`config.mk`:
```
export PLATFORM = sky130hd
export DESIGN_NAME = pipe_ctrl
export DESIGN_NICKNAME = d
export VERILOG_FILES = /design/src/rtl/pipe_ctrl_pkg.sv /design/src/rtl/pipe_ctrl_sat_counter.sv /design/src/rtl/pipe_ctrl.sv
export SDC_FILE = /design/constraint.sdc
export NUM_CORES = 1
export LEC_CHECK = 0
export ABC_AREA = 1
export ABC_CLOCK_PERIOD_IN_PS = 2100
export BUFFER_PORTS_ARGS = -buffer_cell sky130_fd_sc_hd__buf_2
export CORE_ASPECT_RATIO = 0.8
export CORE_MARGIN = 2
export CORE_UTILIZATION = 55
export CTS_CLUSTER_SIZE = 8
export DETAILED_ROUTE_END_ITERATION = 10
export PLACE_DENSITY = 0.85
export SLEW_MARGIN = 10
export SYNTH_ARGS = -nofsm -noshare
export SYNTH_HDL_FRONTEND = slang
export SYNTH_SLANG_ARGS = --single-unit
```
`constraint.sdc`:
```
create_clock -name clk -period 2.1 [get_ports clk]
set_clock_uncertainty 0.2 [all_clocks]
set_input_delay 0.21 -clock clk [delete_from_list [all_inputs] [get_ports clk]]
set_output_delay 0.21 -clock clk [all_outputs]
set_load 0.01 [all_outputs]
```
`src/rtl/pipe_ctrl_pkg.sv`:
```
// Shared constants and state encoding for the pipeline hazard/flush controller.
package pipe_ctrl_pkg;
   localparam int STAGES_DEF = 6;
   localparam int STG_IF     = 0;
   localparam int STG_WB     = STAGES_DEF - 1;
   localparam int PC_W       = 32;

   typedef enum logic {
      ST_RUN   = 1'b0,
      ST_FLUSH = 1'b1
   } state_e;
endpackage

```
`src/rtl/pipe_ctrl_sat_counter.sv`:
```
// Saturating up-counter with synchronous clear; clear wins over increment.
module sat_counter #(
   parameter int W = 32
) (
   input  logic         clk,
   input  logic         rst_n,
   input  logic         inc_i,
   input  logic         clr_i,
   output logic [W-1:0] cnt_o
);
   logic [W-1:0] cnt_q;

   always_ff @(posedge clk or negedge rst_n) begin
      if (!rst_n) begin
         cnt_q <= '0;
      end else if (clr_i) begin
         cnt_q <= '0;
      end else if (inc_i && !(&cnt_q)) begin
         cnt_q <= cnt_q + 1'b1;
      end
   end

   assign cnt_o = cnt_q;
endmodule

```
`src/rtl/pipe_ctrl.sv`:
```
// Pipeline stall/bubble/flush controller with redirect, perf counters and stall watchdog.
//   state    | meaning
//   ST_RUN   | normal issue; stall/bubble follow stallreq
//   ST_FLUSH | one cycle per sampled flush_req; all stages cleared, redirect valid
import pipe_ctrl_pkg::*;

module pipe_ctrl #(
   parameter int STAGES  = STAGES_DEF,
   parameter int CNT_W   = 32,
   parameter int TIMEOUT = 1024
) (
   input  logic              clk,
   input  logic              resetn,
   input  logic [STAGES-1:0] stallreq,
   input  logic              flush_req,
   input  logic [PC_W-1:0]   flush_pc,
   input  logic              cnt_clr,
   output logic [STAGES-1:0] stall,
   output logic [STAGES-1:0] bubble,
   output logic [STAGES-1:0] flush,
   output logic              new_pc_valid,
   output logic [PC_W-1:0]   new_pc,
   output logic [CNT_W-1:0]  stall_cycles,
   output logic [CNT_W-1:0]  flush_count,
   output logic              hang
);
   localparam int WD_W = $clog2(TIMEOUT + 1);

   state_e            state_q;
   logic [PC_W-1:0]   new_pc_q;
   logic [WD_W-1:0]   wd_q;
   logic [WD_W-1:0]   wd_d;
   logic              hang_q;
   logic [STAGES-1:0] stall_raw;
   logic [STAGES-1:0] bubble_raw;
   logic              run_active;
   logic              stall_busy;

   // Stage i stalls when any stage at or beyond it requests a stall.
   always_comb begin
      stall_raw  = '0;
      bubble_raw = '0;
      for (int i = 0; i < STAGES; i++) begin
         stall_raw[i] = |(stallreq >> i);
      end
      for (int i = 1; i < STAGES; i++) begin
         bubble_raw[i] = stall_raw[i-1] & ~stall_raw[i];
      end
   end

   assign run_active = resetn && (state_q == ST_RUN);
   assign stall_busy = (state_q == ST_RUN) && (|stallreq);

   assign stall        = run_active ? stall_raw  : '0;
   assign bubble       = run_active ? bubble_raw : '0;
   assign flush        = {STAGES{state_q == ST_FLUSH}};
   assign new_pc_valid = (state_q == ST_FLUSH);
   assign new_pc       = new_pc_q;
   assign hang         = hang_q;

   always_comb begin
      wd_d = '0;
      if (stall_busy) begin
         wd_d = (wd_q == WD_W'(TIMEOUT)) ? wd_q : wd_q + 1'b1;
      end
   end

   always_ff @(posedge clk or negedge resetn) begin
      if (!resetn) begin
         state_q  <= ST_RUN;
         new_pc_q <= '0;
         wd_q     <= '0;
         hang_q   <= 1'b0;
      end else begin
         state_q <= flush_req ? ST_FLUSH : ST_RUN;
         if (flush_req) begin
            new_pc_q <= flush_pc;
         end
         if (cnt_clr) begin
            wd_q   <= '0;
            hang_q <= 1'b0;
         end else begin
            wd_q <= wd_d;
            if (wd_d == WD_W'(TIMEOUT)) begin
               hang_q <= 1'b1;
            end
         end
      end
   end

   sat_counter #(.W(CNT_W)) u_stall_cnt (
      .clk   (clk),
      .rst_n (resetn),
      .inc_i (stall_busy),
      .clr_i (cnt_clr),
      .cnt_o (stall_cycles)
   );

   sat_counter #(.W(CNT_W)) u_flush_cnt (
      .clk   (clk),
      .rst_n (resetn),
      .inc_i (flush_req),
      .clr_i (cnt_clr),
      .cnt_o (flush_count)
   );
endmodule
```
==> results of run 1 <==
-- final cells by class --
cell class	instances	share of cell area
Timing Repair inverter	1	0.00193
Tap cell	148	0.0220
Timing Repair Buffer	236	0.175
Sequential cell	109	0.324
Multi-Input combinational cell	629	0.399
Inverter	88	0.0431
Clock inverter	6	0.00654
Clock buffer	10	0.0284
-- synthesized netlist by cell type (all sizes together) (6+ instances only) --
master and count:
nand3 72, dfrtp 109, xor2 23, nand4 29, nand2 231, clkbuf 6
o21ai 52, mux2 32, a21o 7, nor3 30, inv 86, buf 24
nor2 129
-- power groups by stage --
stage                     sequential, µW  combinational, µW  clock [µW]
final                               2210                554        1730
after global routing                2220                601        1850
after CTS                           2210                531        1740
after detailed placement            2250                479           0
after global placement              2240                465           0
after floorplan                     2290                233           0
-- registers in the layout, indices dropped and copies added, names as in the netlist --
name / cells
new_pc_valid: 1
new_pc: 32
hang: 1
u_flush_cnt.cnt_o: 32
wd_q: 11
u_stall_cnt.cnt_o: 32
-- metal layers --
| metal | up-vias | GRT usage | wire length, µm |
|---|---|---|---|
| met5 | - | 0 | 0 |
| met4 | 0 | 0.0811 | 408 |
| met3 | 52 | 0.0550 | 1670 |
| met2 | 344 | 0.486 | 9310 |
| met1 | 3193 | 0.423 | 8340 |
| li1 | 3195 | - | - |
-- kinds of logic after synthesis --
kind of cell | Yosys count | synth area share
other | 1 | 0.000568
and+or+nand+nor | 493 | 0.331
buffers and inverters | 118 | 0.0857
AOI/OAI and AO/OA | 71 | 0.0734
DFF | 109 | 0.413
muxes | 32 | 0.0546
adders and majority gates | 4 | 0.00758
xor gates and xnor gates | 26 | 0.0345
-- worst reg2reg max path: stages, from the launching register on --
cell	delay [ns]
sky130_fd_sc_hd__dfrtp_1	0.37
sky130_fd_sc_hd__ha_2	0.20
sky130_fd_sc_hd__nand2_2	0.09
sky130_fd_sc_hd__nor2_4	0.16
sky130_fd_sc_hd__nand2_4	0.09
sky130_fd_sc_hd__clkinv_2	0.07
sky130_fd_sc_hd__nand3_2	0.06
sky130_fd_sc_hd__nor2_2	0.09
sky130_fd_sc_hd__nand2_2	0.07
sky130_fd_sc_hd__nand2_4	0.13
sky130_fd_sc_hd__nand2_8	0.15
sky130_fd_sc_hd__inv_12	0.17
sky130_fd_sc_hd__nand2_2	0.07
sky130_fd_sc_hd__o21ai_2	0.05
-- repair_timing --
item / 4_1_cts / 5_1_grt
setup buffers: 0 / 4
pin swaps: 0 / 2
hold endpoints to repair: 141 / 0
endpoints found under the setup margin: 8 / 56
cloned: 0 / 3
resized for setup: 1 / 14
hold buffers: 33 / 0
-- per-stage QoR --
step	util	TNS [ns]
detailed placement	0.661	0
CTS	0.716	0
global placement	0.661	0
floorplan	-	0
finish	0.725	0
global route	0.725	-0.862
-- worst paths after layout --
path	startpoint	end	slack (ns)	cells after the start
worst max register to register	u_stall_cnt.cnt_o[0]$_DFFE_PN0P_	u_stall_cnt.cnt_o[24]$_DFFE_PN0P_	0.06	13
worst max-delay path	u_stall_cnt.cnt_o[0]$_DFFE_PN0P_	u_stall_cnt.cnt_o[24]$_DFFE_PN0P_	0.06	13
min in group asynchronous	resetn	u_stall_cnt.cnt_o[26]$_DFFE_PN0P_	0.34	3
worst min register to register	hang$_DFFE_PN0P_	hang$_DFFE_PN0P_	0.28	2
max in group asynchronous	resetn	u_flush_cnt.cnt_o[9]$_DFFE_PN0P_	0.85	3
worst min-delay path	flush_req	u_flush_cnt.cnt_o[6]$_DFFE_PN0P_	0.13	5
==> results_tabular.tex, run 1 <==
\begin{tabular}{lr}
\hline
Metric & Value \\
\hline
\multicolumn{2}{l}{\textbf{Placement}} \\
Cell Area, Placed & 7670 µm² \\
HPWL Detailed & 13800 µm \\
Pre-CTS setup slack & 0.0101 ns \\
Port bufs & 156 \\
Placed Cells incl. Taps & 1171 \\
Final RePlAce weighted congestion & 1.01 \\
\multicolumn{2}{l}{\textbf{Worst setup path}} \\
Library cell contributing the largest single delay on the critical path & sky130\_fd\_sc\_hd\_\_dfrtp\_1 \\
Worst Setup Path Type & flop to flop \\
Cell-by-cell trace of the critical path & ha\_2 -> nand2\_2 -> nor2\_4 -> nand2\_4 -> clkinv\_2 -> nand3\_2 -> nor2\_2 -> nand2\_2 -> nand2\_4 -> nand2\_8 -> inv\_12 -> nand2\_2 -> o21ai\_2 \\
Max stage delay on crit path & 0.37 ns \\
CP Max Fanout & 15 \\
Count of buffering cells on the critical path with inverters included & 2 \\
Top delay family on crit path & simple AND/OR/NAND/NOR gates \\
Crit end category & flop \\
Critical path arrival & 2.13 ns \\
Crit path required time & 2.19 ns \\
CP most frequent cell & sky130\_fd\_sc\_hd\_\_nand2\_2 \\
Setup crit start kind & flop \\
\multicolumn{2}{l}{\textbf{Routing}} \\
Routed WL per cell & 16.1 µm \\
Initial DRC count & 641 \\
Number of iterations in the first detailed-routing pass & 5 \\
Via density per instance & 5.53 \\
Detailed-route wire length & 19700 µm \\
Total number of vias & 6784 \\
DRC Markers & 0 \\
Number of nets with antenna violations after routing & 0 \\
\multicolumn{2}{l}{\textbf{Timing}} \\
Worst slew slack as a fraction of its limit & 0.516 \\
Achievable clock frequency & 0.490 GHz \\
Setup repair after global routing missed its margin & true \\
Final critical path time including I/O delays and setup & 2.04 ns \\
Final Cycle Share & 0.971 \\
Count of final hold-check violations & 0 \\
Worst Max-Slew Pin Slew & 0.726 ns \\
Final number of max-transition violations & 0 \\
Setup-violating endpoint count in the final report & 0 \\
Final critical-path setup slack & 0.0610 ns \\
Worst slack on hold paths & 0.135 ns \\
\multicolumn{2}{l}{\textbf{Clocking}} \\
Maximum buffer depth of the clock tree & 2 \\
Clock root buffer master & sky130\_fd\_sc\_hd\_\_clkbuf\_16 \\
Number of sinks handled by clock tree synthesis & 109 \\
Clock buffers created by TritonCTS & 9 \\
H-tree Lvls & 3 \\
Latest clock arrival within the worst-skew pair & 0.36 ns \\
Register clock-pin slew on the reported worst setup and hold paths & 0.08 ns \\
CTS tree & yes \\
\multicolumn{2}{l}{\textbf{Outcome}} \\
Status & finished, final reports clean \\
\multicolumn{2}{l}{\textbf{Synthesis}} \\
Cell taking the most area after synthesis & sky130\_fd\_sc\_hd\_\_dfrtp\_1 \\
Share of the yosys chip area belonging to registers & 0.413 \\
Gate Count Post-Synth & 854 \\
Mapped Nets & 900 \\
Post-synth top area share & 0.413 \\
Post-Synthesis Mean Instance Area & 7.73 µm² \\
Number of flip-flops and latches in the synthesized netlist & 109 \\
Number of library cell types mapped by synthesis & 38 \\
Number of warnings printed during yosys synthesis & 0 \\
Summed instance area of the synthesized netlist & 6600 µm² \\
Top FF cell, synth & sky130\_fd\_sc\_hd\_\_dfrtp\_1 \\
Most area-consuming cells after synthesis & sky130\_fd\_sc\_hd\_\_dfrtp\_1 41\%, sky130\_fd\_sc\_hd\_\_nand2\_1 12\%, sky130\_fd\_sc\_hd\_\_nor2\_1 6.9\% \\
Share of flip-flops with an asynchronous set or reset after synthesis & 1.00 \\
EDFF count, synth & 0 \\
\multicolumn{2}{l}{\textbf{Power and ir drop}} \\
Psw & 1230 µW \\
Max rail drop VDD & 486 µV \\
Static leakage & 0.00409 µW \\
Fraction of power spent switching nets & 0.274 \\
Internal cell power & 3260 µW \\
Total chip power & 4500 µW \\
Clock network fraction of total power & 0.385 \\
Proportion of power drawn by flip-flops and latches & 0.492 \\
Combinational cell fraction of total power & 0.123 \\
Power per unit of standard cell area & 535 nW/µm² \\
\multicolumn{2}{l}{\textbf{Final layout}} \\
Nets & 1120 \\
Final cell area excluding filler cells & 8410 µm² \\
Fin cells & 1227 \\
Most frequent standard cell in the layout excluding fill and tap cells & sky130\_fd\_sc\_hd\_\_nand2\_1 \\
Storage element area & 2730 µm² \\
Area Overhead vs Synth & 27.4\% \\
Ratio of cells with drive above 1 in the final layout & 0.297 \\
Area used by multi-input combinational logic & 3360 µm² \\
Number of inserted filler cells in the final layout & 905 \\
Number of diodes added for antenna fixing & 0 \\
Most used cells in the layout excluding fill and tap cells & 209 x sky130\_fd\_sc\_hd\_\_nand2\_1, 155 x sky130\_fd\_sc\_hd\_\_buf\_2, 120 x sky130\_fd\_sc\_hd\_\_nor2\_1 \\
\multicolumn{2}{l}{\textbf{Global route}} \\
Maximum number of pins on one net before global-route repair & 58 \\
Grt total ovfl & 0 \\
Number of global-route vias before repair & 6206 \\
Global-route wire length before repair & 31000 µm \\
Global Route Usage Sum & 0.301 \\
Antenna violations before repair & 0 \\
\multicolumn{2}{l}{\textbf{Floorplanning}} \\
Width of the chip & 126 µm \\
Die Area & 12900 µm² \\
Die Height & 102 µm \\
Number of primary I/O pins & 158 \\
Standard-cell row count & 35 \\
Placeable Area & 11600 µm² \\
Effective utilization at floorplan & 0.569 \\
\multicolumn{2}{l}{\textbf{Job}} \\
Number of max-cap violations & 0 \\
\multicolumn{2}{l}{\textbf{Hold path}} \\
Worst min path class & input port to flop \\
\hline
\end{tabular}
(Power assumes the default switching activity.)
==> run 2: changes to the inputs <==
==> constraint.sdc (replaced) <==
create_clock -name clk -period 2.1 [get_ports clk]
set_clock_uncertainty 0.2 [all_clocks]
set_input_delay 0.42 -clock clk [delete_from_list [all_inputs] [get_ports clk]]
set_output_delay 0.42 -clock clk [all_outputs]
set_load 0.01 [all_outputs]
==> run 2 against run 1 <==
  * Non-clock buffer count down 31
  * Wire length shrank 6.1%
  * Clock power is 4% higher
  * Global-route usage down 2.4 points
  * First-iteration DRC count increased by 3.1%
  * Utilization shrank 1.7 points
  * Fmax up 1.0%
  * Via count is 2.5% lower
  * Critical endpoint is now u_stall_cnt.cnt_o[19]$_DFFE_PN0P_
  * Highest routed layer unchanged
==> results_tabular.tex, run 2 (synthesis results as in run 1) <==
\begin{tabular}{lr}
\hline
Metric & Value \\
\hline
\multicolumn{2}{l}{\textbf{Clocking}} \\
Maximum buffer depth of the clock tree & 2 (unchanged) \\
Register clock-pin slew on the reported worst setup and hold paths & 0.08 ns (about the same) \\
Clock buffers created by TritonCTS & 9 (unchanged) \\
Number of sinks handled by clock tree synthesis & 109 (unchanged) \\
H-tree Lvls & 3 (unchanged) \\
Latest clock arrival within the worst-skew pair & 0.36 ns (about the same) \\
Clock root buffer master & sky130\_fd\_sc\_hd\_\_clkbuf\_16 (unchanged) \\
CTS tree & yes (unchanged) \\
\multicolumn{2}{l}{\textbf{Final layout}} \\
Nets & 1089 (was 1120) \\
Number of diodes added for antenna fixing & 0 (unchanged) \\
Most used cells in the layout excluding fill and tap cells & 209 x sky130\_fd\_sc\_hd\_\_nand2\_1, 155 x sky130\_fd\_sc\_hd\_\_buf\_2, 114 x sky130\_fd\_sc\_hd\_\_nor2\_1 (was 209 x sky130\_fd\_sc\_hd\_\_nand2\_1, 155 x sky130\_fd\_sc\_hd\_\_buf\_2, 120 x sky130\_fd\_sc\_hd\_\_nor2\_1) \\
Area Overhead vs Synth & 24.4\% (was 27.4\%) \\
Most frequent standard cell in the layout excluding fill and tap cells & sky130\_fd\_sc\_hd\_\_nand2\_1 (unchanged) \\
Final cell area excluding filler cells & 8210 µm² (was 8410 µm²) \\
Ratio of cells with drive above 1 in the final layout & 0.319 (was 0.297) \\
\multicolumn{2}{l}{\textbf{Timing}} \\
Achievable clock frequency & 0.496 GHz (was 0.490 GHz) \\
Final critical-path setup slack & 0.0821 ns (was 0.0610 ns) \\
Setup-violating endpoint count in the final report & 0 (unchanged) \\
Final Cycle Share & 0.961 (was 0.971) \\
Setup repair after global routing missed its margin & true (unchanged) \\
Final critical path time including I/O delays and setup & 2.02 ns (was 2.04 ns) \\
Worst Max-Slew Pin Slew & 0.705 ns (was 0.726 ns) \\
Count of final hold-check violations & 0 (unchanged) \\
Final number of max-transition violations & 0 (unchanged) \\
Worst slew slack as a fraction of its limit & 0.527 (was 0.516) \\
\multicolumn{2}{l}{\textbf{Power and ir drop}} \\
Power per unit of standard cell area & 551 nW/µm² (was 535 nW/µm²) \\
Max rail drop VDD & 461 µV (was 486 µV) \\
Static leakage & 0.00398 µW (was 0.00409 µW) \\
\multicolumn{2}{l}{\textbf{Hold path}} \\
Worst min path class & input port to flop (unchanged) \\
\multicolumn{2}{l}{\textbf{Worst setup path}} \\
CP Max Fanout & 15 (unchanged) \\
Cell-by-cell trace of the critical path & nand2\_1 -> nor2\_1 -> nand4\_1 -> nor2\_2 -> nand2\_2 -> nand2\_4 -> nand2\_8 -> inv\_16 -> nand2\_2 -> o21ai\_2 (was ha\_2 -> nand2\_2 -> nor2\_4 -> nand2\_4 -> clkinv\_2 -> nand3\_2 -> nor2\_2 -> nand2\_2 -> nand2\_4 -> nand2\_8 -> inv\_12 -> nand2\_2 -> o21ai\_2) \\
Library cell contributing the largest single delay on the critical path & sky130\_fd\_sc\_hd\_\_dfrtp\_1 (unchanged) \\
CP most frequent cell & sky130\_fd\_sc\_hd\_\_nand2\_2 (unchanged) \\
Crit path required time & 2.19 ns (about the same) \\
Setup crit start kind & flop (unchanged) \\
Worst Setup Path Type & flop to flop (unchanged) \\
Top delay family on crit path & simple AND/OR/NAND/NOR gates (unchanged) \\
Crit end category & flop (unchanged) \\
Max stage delay on crit path & 0.47 ns (was 0.37 ns) \\
Count of buffering cells on the critical path with inverters included & 1 (was 2) \\
Critical path arrival & 2.11 ns (was 2.13 ns) \\
\multicolumn{2}{l}{\textbf{Routing}} \\
Total number of vias & 6613 (was 6784) \\
Detailed-route wire length & 18500 µm (was 19700 µm) \\
Number of iterations in the first detailed-routing pass & 6 (was 5) \\
DRC Markers & 0 (unchanged) \\
Number of nets with antenna violations after routing & 0 (unchanged) \\
Via density per instance & 5.53 (about the same) \\
Initial DRC count & 661 (was 641) \\
Routed WL per cell & 15.5 µm (was 16.1 µm) \\
\multicolumn{2}{l}{\textbf{Placement}} \\
Port bufs & 156 (unchanged) \\
Final RePlAce weighted congestion & 0.973 (was 1.01) \\
Cell Area, Placed & 7700 µm² (was 7670 µm²) \\
HPWL Detailed & 13300 µm (was 13800 µm) \\
Pre-CTS setup slack & -0.00254 ns (was 0.0101 ns) \\
\multicolumn{2}{l}{\textbf{Floorplanning}} \\
Placeable Area & 11600 µm² (unchanged) \\
Width of the chip & 126 µm (unchanged) \\
Die Height & 102 µm (unchanged) \\
Die Area & 12900 µm² (unchanged) \\
Standard-cell row count & 35 (unchanged) \\
Number of primary I/O pins & 158 (unchanged) \\
Effective utilization at floorplan & 0.569 (unchanged) \\
\multicolumn{2}{l}{\textbf{Global route}} \\
Number of global-route vias before repair & 5974 (was 6206) \\
Global Route Usage Sum & 0.277 (was 0.301) \\
Maximum number of pins on one net before global-route repair & 110 (was 58) \\
Grt total ovfl & 0 (unchanged) \\
Antenna violations before repair & 0 (unchanged) \\
Global-route wire length before repair & 29000 µm (was 31000 µm) \\
\multicolumn{2}{l}{\textbf{Job}} \\
Number of max-cap violations & 0 (unchanged) \\
\multicolumn{2}{l}{\textbf{Outcome}} \\
Status & finished, final reports clean (unchanged) \\
\hline
\end{tabular}
## run 2: final cells by class
type | instances | area, µm²
Fill cell | 901 | 3400
Multi-Input combinational cell | 629 | 3390
Sequential cell | 109 | 2730
Timing Repair Buffer | 205 | 1190
Inverter | 88 | 365
Clock buffer | 9 | 225
Tap cell | 148 | 185
Clock inverter | 7 | 93.8
Timing Repair inverter | 1 | 20.0
## run 2: where the power goes
| group | switching (µW) | internal [µW] |
|---|---|---|
| clock | 922 | 876 |
| combinational | 309 | 206 |
| sequential | 39.1 | 2170 |
| total | 1270 | 3250 |
## run 2: repair_timing
action / CTS / global route
hold buffers: 1 / 0
pin swaps: 0 / 3
cloned: 0 / 3
buffers inserted: 0 / 6
endpoints found under the hold margin: 97 / 0
setup endpoints to repair: 24 / 62
gates resized for setup: 5 / 26
## run 2: per-stage QoR
stage / cells / hold slack [ns] / power, µW / utilization / TNS, ns
6_report: 1196 / 0.0523 / 4520 / 0.707 / 0
5_1_grt: 1196 / 0.0385 / 4700 / 0.707 / -0.640
4_1_cts: 1187 / 0.0371 / 4530 / 0.694 / 0
3_5_place_dp: 1170 / 0.275 / 2730 / 0.664 / -0.00274
3_3_place_gp: 1170 / 0.263 / 2720 / 0.664 / 0
2_1_floorplan: 854 / -0.0756 / 2520 / - / 0
## run 2: worst paths after layout
check	start	to	slack, ns	cells past startpoint
min	flush_req	new_pc_valid$_DFF_PN0_	0.05	1
max	u_stall_cnt.cnt_o[19]$_DFFE_PN0P_	u_stall_cnt.cnt_o[19]$_DFFE_PN0P_	0.08	10
max reg2reg	u_stall_cnt.cnt_o[19]$_DFFE_PN0P_	u_stall_cnt.cnt_o[19]$_DFFE_PN0P_	0.08	10
min in group asynchronous	resetn	wd_q[4]$_DFF_PN0_	0.53	3
max in group asynchronous	resetn	new_pc[13]$_DFFE_PN0P_	0.73	3
min reg2reg	hang$_DFFE_PN0P_	hang$_DFFE_PN0P_	0.29	2
## run 2: metal layers
layer	vias up	wire length, µm	global-route usage
met5	-	0	0
met4	0	388	0.0744
met3	48	1780	0.0623
met2	353	8480	0.441
met1	3077	7870	0.388
li1	3135	-	-
